<file path="src/rtl/bit_serializer.sv">
// Parallel-to-serial converter with valid/ready input handshake and a bit-enable strobe.
// Words may be chained back-to-back: the next word loads while the last bit of the current one is consumed.
module bit_serializer #(
    parameter int WIDTH     = 8,
    parameter bit MSB_FIRST = 1'b1,
    parameter bit IDLE_BIT  = 1'b0
) (
    input  logic             clk,
    input  logic             reset,
    input  logic [WIDTH-1:0] data_in,
    input  logic             data_valid,
    output logic             data_ready,
    input  logic             bit_en,
    output logic             o,
    output logic             o_valid,
    output logic             busy
);

    localparam int               CNT_W = (WIDTH > 1) ? $clog2(WIDTH) : 1;
    localparam logic [CNT_W-1:0] LAST  = CNT_W'(WIDTH - 1);

    typedef enum logic {
        S_IDLE  = 1'b0,
        S_SHIFT = 1'b1
    } state_t;

    state_t           r_state;
    state_t           w_state_nxt;
    logic [CNT_W-1:0] r_cnt;
    logic [WIDTH-1:0] r_shreg;
    logic             r_o;
    logic             r_o_valid;
    logic             w_load;
    logic             w_advance;
    logic             w_drain;

    // Bit that leaves the word first, given the configured order.
    function automatic logic first_bit(input logic [WIDTH-1:0] w);
        return MSB_FIRST ? w[WIDTH-1] : w[0];
    endfunction

    // Remaining bits after the first one has been taken.
    function automatic logic [WIDTH-1:0] drop_first(input logic [WIDTH-1:0] w);
        return MSB_FIRST ? (w << 1) : (w >> 1);
    endfunction

    always_comb begin
        w_state_nxt = r_state;
        data_ready  = 1'b0;
        w_load      = 1'b0;
        w_advance   = 1'b0;
        w_drain     = 1'b0;
        case (r_state)
            S_IDLE: begin
                data_ready = 1'b1;
                if (data_valid) begin
                    w_load      = 1'b1;
                    w_state_nxt = S_SHIFT;
                end
            end
            S_SHIFT: begin
                if (bit_en) begin
                    if (r_cnt == LAST) begin
                        // Last bit is leaving: a waiting word is chained in with no gap.
                        data_ready = 1'b1;
                        if (data_valid) begin
                            w_load = 1'b1;
                        end else begin
                            w_drain     = 1'b1;
                            w_state_nxt = S_IDLE;
                        end
                    end else begin
                        w_advance = 1'b1;
                    end
                end
            end
            default: begin
                w_state_nxt = S_IDLE;
            end
        endcase
    end

    always_ff @(posedge clk) begin
        if (reset) begin
            r_state <= S_IDLE;
        end else begin
            r_state <= w_state_nxt;
        end
    end

    always_ff @(posedge clk) begin
        if (reset) begin
            r_cnt     <= '0;
            r_shreg   <= '0;
            r_o       <= IDLE_BIT;
            r_o_valid <= 1'b0;
        end else if (w_load) begin
            r_cnt     <= '0;
            r_shreg   <= drop_first(data_in);
            r_o       <= first_bit(data_in);
            r_o_valid <= 1'b1;
        end else if (w_advance) begin
            r_cnt     <= r_cnt + CNT_W'(1);
            r_shreg   <= drop_first(r_shreg);
            r_o       <= first_bit(r_shreg);
        end else if (w_drain) begin
            r_cnt     <= '0;
            r_shreg   <= '0;
            r_o       <= IDLE_BIT;
            r_o_valid <= 1'b0;
        end
    end

    assign o       = r_o;
    assign o_valid = r_o_valid;
    assign busy    = (r_state == S_SHIFT);

endmodule

</file>
<file path="config.mk">
export PLATFORM = sky130hd
export DESIGN_NAME = bit_serializer
export DESIGN_NICKNAME = d
export VERILOG_FILES = /design/src/rtl/bit_serializer.sv
export SDC_FILE = /design/constraint.sdc
export NUM_CORES = 1
export LEC_CHECK = 0
export ABC_AREA = 0
export CORE_MARGIN = 1.5
export CORE_UTILIZATION = 45
export CTS_BUF_LIST = sky130_fd_sc_hd__clkbuf_4 sky130_fd_sc_hd__clkbuf_8
export CTS_CLUSTER_DIAMETER = 60
export DETAILED_ROUTE_END_ITERATION = 12
export GPL_ROUTABILITY_DRIVEN = 0
export PLACE_DENSITY = 0.88
export SLEW_MARGIN = 20
export SYNTH_ARGS = -nofsm -noshare
export SYNTH_HDL_FRONTEND = slang
export SYNTH_SLANG_ARGS = --single-unit
</file>
<file path="constraint.sdc">
create_clock -name clk -period 1.6 [get_ports clk]
set_input_delay 0.16 -clock clk [delete_from_list [all_inputs] [get_ports clk]]
set_output_delay 0.16 -clock clk [all_outputs]
set_load 0.005 [all_outputs]
</file>
# After elaboration in Yosys (flattened, before gate mapping)
# Index checks and enable logic that the tools add are counted.
[totals] register_bits=13 in_bits=12 output_inout_bits=4 wordCells=41
[classes] n_addsub=1 n_eq_ne=2 n_mux=27 n_bitwise=1 reduce_logical=5
[op_table] cell="2-to-1 mux 8 bit" n=3
[op_table] cell="2-to-1 mux 1 bit" n=19
[op_table] cell="2-to-1 mux 3 bit" n=2
[op_table] cell="case mux 1 bit (2 select lines)" n=3
[op_table] cell="nonzero test 2 bit" n=2
[op_table] cell="adder 3 x 1 -> 3 bit (second input constant)" n=1
[op_table] cell="== test 3 bit (second input constant)" n=1
[op_table] cell="nonzero test 3 bit" n=1
[op_table] cell="inequality test 2 bit (second input constant)" n=1
[op_table] cell="AND reduction 2 bit" n=1
[op_table] cell="OR reduction 2 bit" n=1
[op_table] cell="inverter 1 bit" n=1

# Longest topological paths before layout
[depth] word_depth=7 depth_mapped=6 ltp_nobuf=5

# Worst setup path before layout
# OpenSTA, ideal clock, no wires.
[synth_path] path_type="flip-flop to flip-flop" start="register r_cnt[0]" end="register r_cnt[1]" setup_time_ns=0.091 arrival_ns=1.365 required_time_ns=1.509 slack_ns=0.144 stages_incl_launch_ff=7 n_path_buf=1 synth_period_minus_slack_ns=1.456 path_cell_list="dfxtp_1 ha_1 ha_1 buf_2 and3b_1 nand2_1 a311oi_1"
[synth_between] elab_chain_cells=5 word_cells_on_any_way=14 classes_between="1 x add/sub; 1 x eq/ne; 10 x mux; 2 x reduce/logical"
[synth_rtl] element="start: declaration" line="29" rtl="logic [CNT_W-1:0] r_cnt;"
[synth_rtl] element="start signal: assignment" line="103" rtl="r_cnt <= r_cnt + CNT_W'(1);"
[synth_rtl] element="== test 3 bit" line="63" rtl="if (r_cnt == LAST) begin"
[synth_rtl] element="2-to-1 mux 1 bit" line="63"
[synth_rtl] element="2-to-1 mux 1 bit" line="62" rtl="if (bit_en) begin"
[synth_rtl] element="case mux 1 bit (2 select lines) / 2-to-1 mux 1 bit (equally long branches)" line="53" rtl="case (r_state)"
[synth_rtl] element="OR reduction 2 bit (no line), or another cell as far along"
# Parallel ways exist; a longest one is shown, timed or not.
# A chain may end at the register's enable or synchronous reset.

# Worst setup path after layout
[layout_path] start="register r_cnt[0]" end="output data_ready"
[layout_between] elab_chain_cells=4
[layout_rtl] element="== test 3 bit" line="63"
[layout_rtl] element="2-to-1 mux 1 bit" line="63"
[layout_rtl] element="2-to-1 mux 1 bit" line="62"
[layout_rtl] element="case mux 1 bit (2 select lines)" line="53"
[layout_rtl] element="end: declaration" line="12" rtl="output logic data_ready,"
# No other way between the ends.

==> impl_metrics.env <==
export IMPL_postSynthNetCount=100
export IMPL_yosysTopAreaCellShare_pct=36.94
export IMPL_drt_iter0_drc=5
export IMPL_total_leakage_power_nw=0.3633
export IMPL_setup_violation_total_in_the_final_timing_report=0
export IMPL_clk_pin_slew_worst_paths_ps=80
export IMPL_rr_endpoint="r_cnt[1]"
export IMPL_post_drt_via_cell_ratio=5.705
export IMPL_cp_buffers_inverters=1
export IMPL_synth_cell_type_count=21
export IMPL_worst_ep_required_time_ps=1440
export IMPL_r2r_worst_path_cells=5
export IMPL_cts_sink_count=13
export IMPL_crit_arrival_ps=1360
export IMPL_syn_cell_area_um2=704.4
export IMPL_regToRegSetupSlack_ps=110
export IMPL_grt_antenna_before_repair=0
export IMPL_critical_path_cell_by_cell="ha_2 -> ha_2 -> nand2_1 -> nand2_1 -> dlygate4sd2_1"
export IMPL_grt_util_all_layers_pct=20.00
export IMPL_synth_ff_type="dfxtp_1"
export IMPL_skew_ps=0.8155
export IMPL_timing_final_hold_violations=0
export IMPL_worst_skew_pair_late_latency_ps=270
export IMPL_outcome="complete, no violations"
export IMPL_worstMarginPinSlew_ps=510.4
export IMPL_fp_dieH_um=42.57
export IMPL_io_pin_count=16
export IMPL_yosys_warnings=0
export IMPL_share_of_final_layout_standard_cells_stronger_than_drive_strength_1_pct=16.98
export IMPL_final_routed_wirelength_across_all_metal_layers_um=1616
export IMPL_final_cell_count_no_fill=122
export IMPL_placed_cells=116
export IMPL_critical_path_start="r_cnt[0]"
export IMPL_dieArea_mm2=0.001812
export IMPL_timing_fmax_mhz=659.3
export IMPL_final_max_slew_viol_count=0
export IMPL_num_rows=14
export IMPL_detailroute_via_count=696
export IMPL_synth_largest_area_cell="dfxtp_1"
export IMPL_worst_setup_path_end_kind="output pin"
export IMPL_cts_hold_buffers_added=0
export IMPL_worstPathMaxFanout=2
export IMPL_critical_path_reg2reg_startpoint="r_cnt[0]"
export IMPL_drcViolationCount=0
export IMPL_share_of_synthesized_flip_flops_with_an_asynchronous_set_or_reset_pct=0
export IMPL_timing_hold_ws_ps=485.6
export IMPL_synth_edf_count=0
export IMPL_synthTopCellsByCount="17 x nor2_1, 13 x dfxtp_1, 9 x a311oi_1"
export IMPL_area_growth_synth_to_final_pct=32.68
export IMPL_critPathTopFamily="adder cells"
export IMPL_yosys_register_bits=13
export IMPL_rsz_0062_raised_after_global_routing="no"
export IMPL_number_of_inserted_diodes=0
export IMPL_filler_cells_inserted=133
export IMPL_synth_seq_area_share_pct=36.94
export IMPL_timing_slew_headroom_pct=65.87
export IMPL_numCtsBuffers=3
export IMPL_final_sum_of_negative_setup_slack_ps=0
export IMPL_critical_path_endpoint="data_ready"
export IMPL_io_buffers=15
export IMPL_power_density_cell_area_mw_per_mm2=773.0
export IMPL_final_net_count=122
export IMPL_vdd_ir_drop_max_mv=0.4411
export IMPL_p_total_uw=722.5
export IMPL_first_global_vias=696
export IMPL_drt_pre_antenna_iters=3
export IMPL_crit_path_max_incr_delay_ps=330
export IMPL_setup_worst_path_start_class="register"
export IMPL_criticalPathCategory="register to output pin"
export IMPL_cts_tree="done"
export IMPL_floorplan_initialDensity_pct=47.31
export IMPL_drt_antenna_violating_nets=0
export IMPL_floorplan_core_area_mm2=0.001489
export IMPL_critical_path_slowest_cell="dfxtp_2"
export IMPL_grt_pass1_wl_um=2815
export IMPL_cts_max_path_buffers=2
export IMPL_yosys_top_cells_area="dfxtp_1 37%, a311oi_1 11%, nor2_1 9.1%"
export IMPL_timing_final_crit_share_pct=94.80
export IMPL_fin_crit_ps=1517
export IMPL_cp_num_cells=5
export IMPL_grt_start_max_net_pins=15
export IMPL_cts_htree_levels=1
export IMPL_post_drt_wl_per_cell_um=13.25
export IMPL_synthMostInstantiatedCell="nor2_1"
export IMPL_remaining_overflow_grt=0
export IMPL_synthCells=85
export IMPL_dpl_hpwl_um=1111
export IMPL_post_synth_cell_area_avg_um2=8.287
export IMPL_die_width_um=42.57
export IMPL_drv_cap=0
export IMPL_ctsRootBufferMaster="clkbuf_4"
export IMPL_worstHoldPathType="input port to register"
sequential cells by signal (all words and copies together), names as in the netlist:
register and count:
o 1, busy 1, r_shreg 7, r_cnt 3, o_valid 1
layout by cell type (no fill, tap or decap), types with 3 or more instances in the layout:
master	n
clkdlybuf4s50_1	14
a21oi_1	3
nand2_1	7
nor2_1	17
nor4_1	7
nor2b_1	7
nand2b_1	3
a311oi_1	9
buf_4	7
clkbuf_4	4
nand3_1	3
dfxtp_1	11
where the power goes:
part           switching, mW  internal, mW  total [mW]
sequential            0.0140         0.347       0.361
combinational         0.0620        0.0788       0.141
clock                  0.107         0.114       0.221
total                  0.183         0.539       0.723
timing repair:
| action | 4_1_cts | 5_1_grt |
|---|---|---|
| hold endpoints to repair | 0 | 0 |
| setup buffers | 2 | 0 |
| endpoints found under the setup margin | 1 | 2 |
| pin swaps | 0 | 2 |
| resized for setup | 5 | 0 |
how the worst min path moves through the flow:
stage               start          to  slack, ps  depth (start not counted)
3_5_place_dp   r_shreg[5]  r_shreg[5]        490                          2
5_1_grt        data_in[3]  r_shreg[4]        510                          3
6_report       data_in[0]  r_shreg[1]        490                          3
3_3_place_gp   r_shreg[1]  r_shreg[1]        460                          2
4_1_cts        data_in[0]  r_shreg[1]        490                          3
2_1_floorplan       reset  r_shreg[2]        240                          1
worst register-to-register path, delay by kind of cell (launching register included):
kind,cells,cell delay [ps]
flops,1,330
compound gates,2,470
simple gates,1,170
fa+ha+maj,2,420
metrics by stage:
| step | worst slack (ps) | area (µm²) | util [%] |
|---|---|---|---|
| 6_report | 83.14 | 934.6 | 62.77 |
| 5_1_grt | 1.149 | 934.6 | 62.77 |
| 2_1_floorplan | 144.0 | 704.4 | - |
| 3_5_place_dp | 44.90 | 883.3 | 59.33 |
| 4_1_cts | 81.92 | 934.6 | 62.77 |
| 3_3_place_gp | 95.18 | 883.3 | 59.33 |
layout make-up:
cell class / instances / area, µm² / share of cell area, %
Tap cell: 16 / 20.02 / 2.142
Clock buffer: 4 / 30.03 / 3.213
Multi-Input combinational cell: 67 / 420.4 / 44.98
Sequential cell: 13 / 262.8 / 28.11
Timing Repair Buffer: 22 / 201.4 / 21.55
logic make-up after synthesis:
kind of cell / after synthesis / share of synthesized area, %
buffers and inverters: 5 / 4.084
AND/OR/NAND/NOR: 48 / 35.52
adder cells (fa/ha/maj): 3 / 5.329
flip-flops: 13 / 36.94
multiplexers: 1 / 1.598
AO/OA/AOI/OAI: 15 / 16.52
routing by layer:
layer / share of wire [%] / routed length [µm] / vias up / GRT usage (%)
met3: 2.5 / 40 / 2 / 2.586
met2: 50 / 809 / 11 / 36.31
li1: - / - / 353 / -
met4: 1.2 / 19 / 0 / 8.125
met1: 46 / 748 / 330 / 23.28
met5: 0 / 0 / - / 0
(Power assumes the default switching activity.)
